File: config.mk
export PLATFORM = sky130hd
export DESIGN_NAME = fifo_ctrl4x64_flat
export DESIGN_NICKNAME = d
export VERILOG_FILES = /design/src/rtl/fifo_ctrl4x64_pkg.sv /design/src/rtl/fifo_ctrl4x64_if.sv /design/src/rtl/fifo_ctrl4x64_ptr.sv /design/src/rtl/fifo_ctrl4x64.sv /design/src/flat_wrapper.sv
export SDC_FILE = /design/constraint.sdc
export NUM_CORES = 1
export LEC_CHECK = 0
export BUFFER_PORTS_ARGS = -buffer_cell sky130_fd_sc_hd__clkbuf_2
export CAP_MARGIN = 40
export CORE_AREA = 2 2 105 107
export CTS_CLUSTER_DIAMETER = 50
export DETAILED_ROUTE_END_ITERATION = 6
export DIE_AREA = 0 0 107 109
export GPL_TIMING_DRIVEN = 0
export SYNTH_ARGS = -nofsm -noshare
export SYNTH_HDL_FRONTEND = slang
export SYNTH_SLANG_ARGS = --single-unit
File: constraint.sdc
create_clock -name clk -period 2.8 [get_ports clk]
set_input_delay 0.28 -clock clk [delete_from_list [all_inputs] [get_ports clk]]
set_output_delay 0.28 -clock clk [all_outputs]
set_load 0.1 [all_outputs]
File: src/rtl/fifo_ctrl4x64_pkg.sv
// fifo_ctrl4x64_pkg: shared depth, pointer width, default word width and occupancy state enum
package fifo_ctrl4x64_pkg;
  localparam int FIFO_DEPTH = 4;
  localparam int PTR_W = 3;
  localparam int DEF_DATA_W = 64;
  typedef enum logic [1:0] {S_EMPTY, S_PART, S_FULL} state_t;
endpackage

File: src/rtl/fifo_ctrl4x64_if.sv
// fifo_ctrl4x64_if: push (in_valid/in_data/in_ready) and pop (out_valid/out_data/out_ready) handshake; master = producer/consumer side, slave = fifo
interface fifo_ctrl4x64_if #(parameter int DATA_W = fifo_ctrl4x64_pkg::DEF_DATA_W);
  logic in_valid, in_ready, out_valid, out_ready;
  logic [DATA_W-1:0] in_data, out_data;
  modport master(output in_valid, in_data, out_ready, input in_ready, out_valid, out_data);
  modport slave(input in_valid, in_data, out_ready, output in_ready, out_valid, out_data);
endinterface

File: src/rtl/fifo_ctrl4x64_ptr.sv
// fifo_ptr: 3-bit wrap counter; clk/rst async reset, clr sync clear, inc increment enable, ptr count out
module fifo_ptr
  import fifo_ctrl4x64_pkg::*;
(
  input  logic             clk,
  input  logic             rst,
  input  logic             clr,
  input  logic             inc,
  output logic [PTR_W-1:0] ptr
);
  always_ff @(posedge clk or posedge rst)
    if (rst) ptr <= '0;
    else if (clr) ptr <= '0;
    else if (inc) ptr <= ptr + 1'b1;
endmodule

File: src/rtl/fifo_ctrl4x64.sv
// fifo_ctrl4x64: 4x64 fifo pointer/flag controller; s = push/pop handshake, flush sync clear, count/flags occupancy, w_*/r_* external storage port
module fifo_ctrl4x64
  import fifo_ctrl4x64_pkg::*;
#(
  parameter int DATA_W = DEF_DATA_W,
  parameter int AFULL_LVL = 3,
  parameter int AEMPTY_LVL = 1
) (
  input  logic              clk,
  input  logic              rst,
  input  logic              flush,
  fifo_ctrl4x64_if.slave    s,
  output logic [PTR_W-1:0]  count,
  output logic              full,
  output logic              empty,
  output logic              almost_full,
  output logic              almost_empty,
  output logic [1:0]        w_addr,
  output logic [DATA_W-1:0] w_data,
  output logic              w_enable,
  output logic [1:0]        r_addr,
  input  logic [DATA_W-1:0] r_data
);
  logic [PTR_W-1:0] wr_ptr, rd_ptr;
  logic push, pop;
  state_t state, next_state;
  fifo_ptr u_wr (.clk(clk), .rst(rst), .clr(flush), .inc(push), .ptr(wr_ptr));
  fifo_ptr u_rd (.clk(clk), .rst(rst), .clr(flush), .inc(pop), .ptr(rd_ptr));
  always_ff @(posedge clk or posedge rst)
    if (rst) state <= S_EMPTY;
    else state <= next_state;
  always_comb begin
    next_state = flush ? S_EMPTY
               : (push && !pop) ? ((count == PTR_W'(FIFO_DEPTH - 1)) ? S_FULL : S_PART)
               : (pop && !push) ? ((count == PTR_W'(1)) ? S_EMPTY : S_PART)
               : state;
  end
  assign count = wr_ptr - rd_ptr;
  assign full = state == S_FULL;
  assign empty = state == S_EMPTY;
  assign almost_full = count >= PTR_W'(AFULL_LVL);
  assign almost_empty = count <= PTR_W'(AEMPTY_LVL);
  assign s.in_ready = !full && !flush;
  assign s.out_valid = !empty && !flush;
  assign push = s.in_valid && s.in_ready;
  assign pop = s.out_valid && s.out_ready;
  assign w_enable = push;
  assign w_addr = wr_ptr[1:0];
  assign w_data = s.in_data;
  assign r_addr = rd_ptr[1:0];
  assign s.out_data = r_data;
endmodule

File: src/flat_wrapper.sv
// flat-port wrapper written by rule: the top's interface ports become plain ports
module fifo_ctrl4x64_flat import fifo_ctrl4x64_pkg::*;
#(
  parameter int DATA_W = DEF_DATA_W,
  parameter int AFULL_LVL = 3,
  parameter int AEMPTY_LVL = 1
)
  (clk, rst, flush, count, full, empty, almost_full, almost_empty, w_addr, w_data, w_enable, r_addr, r_data, s_in_valid, s_in_data, s_out_ready, s_in_ready, s_out_valid, s_out_data);
  fifo_ctrl4x64_if #(.DATA_W(DATA_W)) s_i ();
  input  logic clk;
  input  logic rst;
  input  logic flush;
  output logic [PTR_W-1:0] count;
  output logic full;
  output logic empty;
  output logic almost_full;
  output logic almost_empty;
  output logic [1:0] w_addr;
  output logic [DATA_W-1:0] w_data;
  output logic w_enable;
  output logic [1:0] r_addr;
  input  logic [DATA_W-1:0] r_data;
  input wire logic [$bits(s_i.in_valid)-1:0] s_in_valid;
  input wire logic [$bits(s_i.in_data)-1:0] s_in_data;
  input wire logic [$bits(s_i.out_ready)-1:0] s_out_ready;
  output wire logic [$bits(s_i.in_ready)-1:0] s_in_ready;
  output wire logic [$bits(s_i.out_valid)-1:0] s_out_valid;
  output wire logic [$bits(s_i.out_data)-1:0] s_out_data;
  assign s_i.in_valid = s_in_valid;
  assign s_i.in_data = s_in_data;
  assign s_i.out_ready = s_out_ready;
  assign s_in_ready = s_i.in_ready;
  assign s_out_valid = s_i.out_valid;
  assign s_out_data = s_i.out_data;
  fifo_ctrl4x64 #(.DATA_W(DATA_W), .AFULL_LVL(AFULL_LVL), .AEMPTY_LVL(AEMPTY_LVL)) u_core (.clk(clk), .rst(rst), .flush(flush), .s(s_i), .count(count), .full(full), .empty(empty), .almost_full(almost_full), .almost_empty(almost_empty), .w_addr(w_addr), .w_data(w_data), .w_enable(w_enable), .r_addr(r_addr), .r_data(r_data));
endmodule
## Word level (Yosys, flattened, before mapping)

Index checks and enable logic that the tools add are counted.
Widths: inputs -> output; s select.

- Add/sub/neg operators: 3
- Multipliers: 0
- Divide/modulo/power cells: 0
- $lt $le $gt $ge: 2
- Equal/unequal tests: 3
- Shifts and indexed selects: 0
- Muxes and demuxes: 9
- Bitwise logic cells: 0
- Reductions and logical operators: 15

Operators with widths:

| operator | count |
|---|---|
| $mux 3 | 4 |
| $mux 2 | 4 |
| $add 3x1->3 const B | 2 |
| $logic_and 1x1->1 | 6 |
| $logic_not 1->1 | 5 |
| $reduce_bool 2->1 | 2 |
| $eq 3x1->1 const B | 1 |
| $eq 3x2->1 const B | 1 |
| $ge 3x2->1 const B | 1 |
| $le 3x1->1 const B | 1 |
| $reduce_bool 3->1 | 1 |
| $sub 3x3->3 | 1 |
| $eq 2x2->1 const B | 1 |
| $logic_not 2->1 | 1 |
| $mux 1 | 1 |

- Register bits: 8
- Bits in latches: 0
- Bits in writable memories: 0
- Memory bits (read-only): 0
- Input port bits: 133
- Output and inout port bits: 142
- Word-level logic and storage cells: 35
- Memories: 0

## Depth between registers and ports, before layout

- Word-level depth: 9
- Depth in mapped cells: 8
- Mapped depth without buffers: 8

## Hierarchy

Synthesis repeated with hierarchy kept, for this count alone.

- Cells, all modules: 190
- Area total of the unflattened synthesis: 1552.7 µm²

Modules (own cells, without submodules):

| module | instances | cells each | area an instance (µm²) | sequential area each (µm²) |
|---|---|---|---|---|
| fifo_ctrl4x64 | 1 | 166 | 1272.5 | 50.0 |
| fifo_ptr | 2 | 12 | 140.1 | 75.1 |

## Least setup slack after synthesis

OpenSTA, ideal clock, no wires.

- Path type: register -> output
- Start point: reg u_core.u_wr.ptr[0]
- End point: out almost_empty
- Arrival time: 3.248 ns
- Required time: 2.520 ns
- Path slack: -0.728 ns
- Cell stages (with the launch flop): 9
- Path buffers: 0
- Cell sequence: dfrtp_1 > inv_1 > ha_1 > inv_1 > fa_1 > xnor2_1 > xnor2_1 > inv_1 > nor2_1

- Longest elaborated chain between the ends: 2

Ends and longest elaborated chain:

| what | RTL line | text |
|---|---|---|
| from (decl) | fifo_ctrl4x64_ptr.sv:9 | `output logic [PTR_W-1:0] ptr` |
| from (signal assigned) | fifo_ctrl4x64_ptr.sv:14 | `else if (inc) ptr <= ptr + 1'b1;` |
| $sub 3x3->3 | fifo_ctrl4x64.sv:38 | `assign count = wr_ptr - rd_ptr;` |
| named net count[2] | flat_wrapper.sv:13 | `output logic [PTR_W-1:0] count;` |
| $le 3x1->1 | fifo_ctrl4x64.sv:42 | `assign almost_empty = count <= PTR_W'(AEMPTY_LVL);` |
| to (decl) | flat_wrapper.sv:17 | `output logic almost_empty;` |

The timed path passes the listed nets, and every way through them passes these cells.

## Final worst setup path

- Start point: reg u_core.u_wr.ptr[0]
- End point: out almost_full

- Longest elaborated chain between the ends: 2

Ends and longest elaborated chain:

| what | RTL line | text |
|---|---|---|
| $sub 3x3->3 | fifo_ctrl4x64.sv:38 |  |
| $ge 3x2->1 | fifo_ctrl4x64.sv:41 | `assign almost_full = count >= PTR_W'(AFULL_LVL);` |
| to (decl) | flat_wrapper.sv:16 | `output logic almost_full;` |

Every way passes these cells.

==> run_results.csv <==
group,metric,value,unit
drt,wirelength,5.07,mm
logic_synthesis,synth_cell_types,28,
logic_synthesis,muxShareOfSynthArea,1.41,%
clocking,clock_latency,230,ps
sta,timing.final.hold_violations,0,
sta,clock.fmax,382,MHz
logic_synthesis,synth_cells,199,
layout,stdcell_area,0.00258,mm²
floorplan,fp.coreArea,0.0106,mm²
logic_synthesis,yosysSeqAreaShare,12.5,%
clocking,clockBufferDepth,2,
logic_synthesis,syn_nets,336,
setup_path,r2r_start,"u_core.u_wr.ptr[0]",
logic_synthesis,synth_top_area_share,61.8,%
drt,wl_per_cell,10.4,µm
global_route,grt_pass1_wl,6.55,mm
logic_synthesis,synth_simple_gate_area_share,8.90,%
logic_synthesis,yosysWarnings,0,
setup_path,cp-end-kind,"primary output",
layout,antennaDiodeCount,0,
global_route,grt.overflow.total,0,
floorplan,die_w,107,µm
setup_path,start_kind,"flip-flop",
drt,drtIter0Drc,13,
setup_path,critical_path_required,2520,ps
outcome,status,"finished, final reports clean",
sta,finalSetupViolCount,0,
floorplan,start_util,15.1,%
layout,nNetsFinal,487,
layout,areaGrowthSynthToFinish,61.1,%
floorplan,io_pins,275,
logic_synthesis,ys.flop_type,"dfrtp_1",
logic_synthesis,ys_async_sr_fraction,100,%
global_route,antenna_found_initial,0,
global_route,grt_pass1_vias,1304,
logic_synthesis,synth_most_common_cell,"buf_4",
setup_path,crit_start,"u_core.u_wr.ptr[0]",
clocking,h-tree-depth,1,
logic_synthesis,yosys-top-cells-area,"buf_4 (62%), dfrtp_1 (12%), ha_1 (2.3%)",
flow_run,cap_violations,0,
drt,drtPass1Iterations,4,
worst_hold_path,worstHoldPathType,"in -> reg",
worst_hold_path,min_from,"s_in_valid",
drt,drc,0,
placed_design,gp_congestion,0.780,
floorplan,die_h,109,µm
sta,timing.final.ws_setup,180,ps
sta,finalSetupTns,0,ps
logic_synthesis,synthAdderAreaFrac,3.59,%
sta,finClkSkew,3.18,ps
sta,worst_pin_slew,586,ps
layout,layout-drive-gt1-share,83.0,%
pwr,vdd_drop_max,291,µV
global_route,grt_start_max_net_pins,11,
logic_synthesis,ys_top_cells_by_count,"buf_4 (132), inv_1 (10), dfrtp_1 (8)",
drt,viasPerCell,3.39,
sta,slew_violations,0,
drt,final_antenna_net_count,0,
setup_path,arrival,2340,ps
global_route,grt_use_total,7.27,%
setup_path,worstPathMaxFanout,3,
logic_synthesis,ys_ff_latch,8,
clocking,cts_tree,"yes",
placed_design,dp_slack,230,ps
logic_synthesis,synth_top_family_by_area,"buffers and inverters",
placed_design,dp_hpwl,4.77,mm
logic_synthesis,synth_edf_count,0,
clocking,cts_buffers,3,
logic_synthesis,synth_xor_area_share,1.64,%
setup_path,crit_type,"reg -> out",
layout,post-route-util,24.4,%
logic_synthesis,avgSynthCellArea,8.05,µm²
clocking,path_clk_slew,40,ps
logic_synthesis,syn_area,0.00160,mm²
sta,rsz0062_at_grt,"false",
sta,slew_headroom,61.1,%
floorplan,die_area,0.0117,mm²
drt,vias,1653,
sta,fin_crit,2620,ps
logic_synthesis,synth_area_leader_cell,"buf_4",
logic_synthesis,synth_compound_area_share,5.93,%
placed_design,place.port_buffers,145,
clocking,cts_root_buffer,"clkbuf_8",
pwr,p_leak,0.00159,µW
pwr,power_density,595,mW/mm²
placed_design,placed_cell_area,0.00251,mm²
clocking,cts.sinks,8,
floorplan,rows,38,
sta,finalCritPeriodShare,93.6,%
cells in the final DEF (no fill, tap or decap), types with 2 or more instances in the layout:
cell type / count
nand2b_1: 3
clkbuf_2: 144
nor4bb_1: 3
clkbuf_8: 3
buf_4: 132
ha_1: 3
xnor2_2: 2
buf_6: 2
o31ai_1: 2
mux2_1: 2
or4_1: 3
a21oi_1: 4
nand3_1: 2
dfrtp_1: 8
nor2b_1: 3
nor2_1: 5
a21o_1: 2
inv_1: 10
final cells by class:
type | count | area [µm²]
repair buffers | 146 | 738
inverters | 11 | 41.3
well taps | 140 | 175
clock buffers | 3 | 41.3
multi-input cells | 45 | 369
fillers | 1175 | 8020
plain buffers | 135 | 1020
flip-flops and latches | 8 | 200
per-stage QoR:
step / std cells / hold WS [ps] / total power, µW
6_report: 488 / 422 / 1540
5_1_grt: 488 / 452 / 1590
4_1_cts: 488 / 415 / 1550
3_5_place_dp: 484 / 233 / 1400
3_3_place_gp: 484 / 226 / 1390
2_1_floorplan: 199 / 95.7 / 1270
state kept, by name, indices dropped and copies added, names as in the netlist:
register         flops
u_core.u_wr.ptr      3
u_core.state         2
u_core.u_rd.ptr      3
power by group:
part / switching (µW) / internal (µW)
registers: 8.69 / 123
logic: 1030 / 237
clock network: 47.2 / 93.3
timing repair:
| action | in CTS | in global routing |
|---|---|---|
| endpoints found under the hold margin | 8 | 0 |
| setup endpoints to repair | 1 | 2 |
| setup buffers | 0 | 0 |
| gates resized for setup | 1 | 2 |
| pin swaps | 0 | 0 |
| hold buffers | 1 | 0 |
metal layers:
layer  GRT usage, %  vias up  share of wire, %
li1               -      795                 -
met3           2.81        0                12
met4          0.557        0                 0
met5              0        -                 0
met2           14.8      131                60
met1           7.17      727                28
final timing paths:
path                                      endpoint  slack (ps)  cells past startpoint
worst max register to register     u_core.state[0]         500                      7
worst max-delay path                   almost_full         180                      9
max in group asynchronous       u_core.u_wr.ptr[2]        2020                      3
min in group asynchronous          u_core.state[1]         540                      3
worst min-delay path            u_core.u_wr.ptr[0]         420                      3
worst min register to register  u_core.u_wr.ptr[2]         590                      2
kinds of logic (layout without fill, tap and decap cells):
kind of cell,after synthesis,after routing
adders and majority gates,4,4
AOI/OAI and AO/OA,13,13
and+or+nand+nor,23,23
buffers and inverters,146,295
xor gates and xnor gates,3,3
DFF,8,8
muxes,2,2
worst max-delay path: stages (launching register included):
cell and delay [ps]:
dfrtp_1 390, inv_1 100, ha_1 160, inv_1 50
fa_2 350, xnor2_2 160, xnor2_2 200, inv_1 120
or2_2 300, clkbuf_4 280
Power figures use the tool's default switching activity.
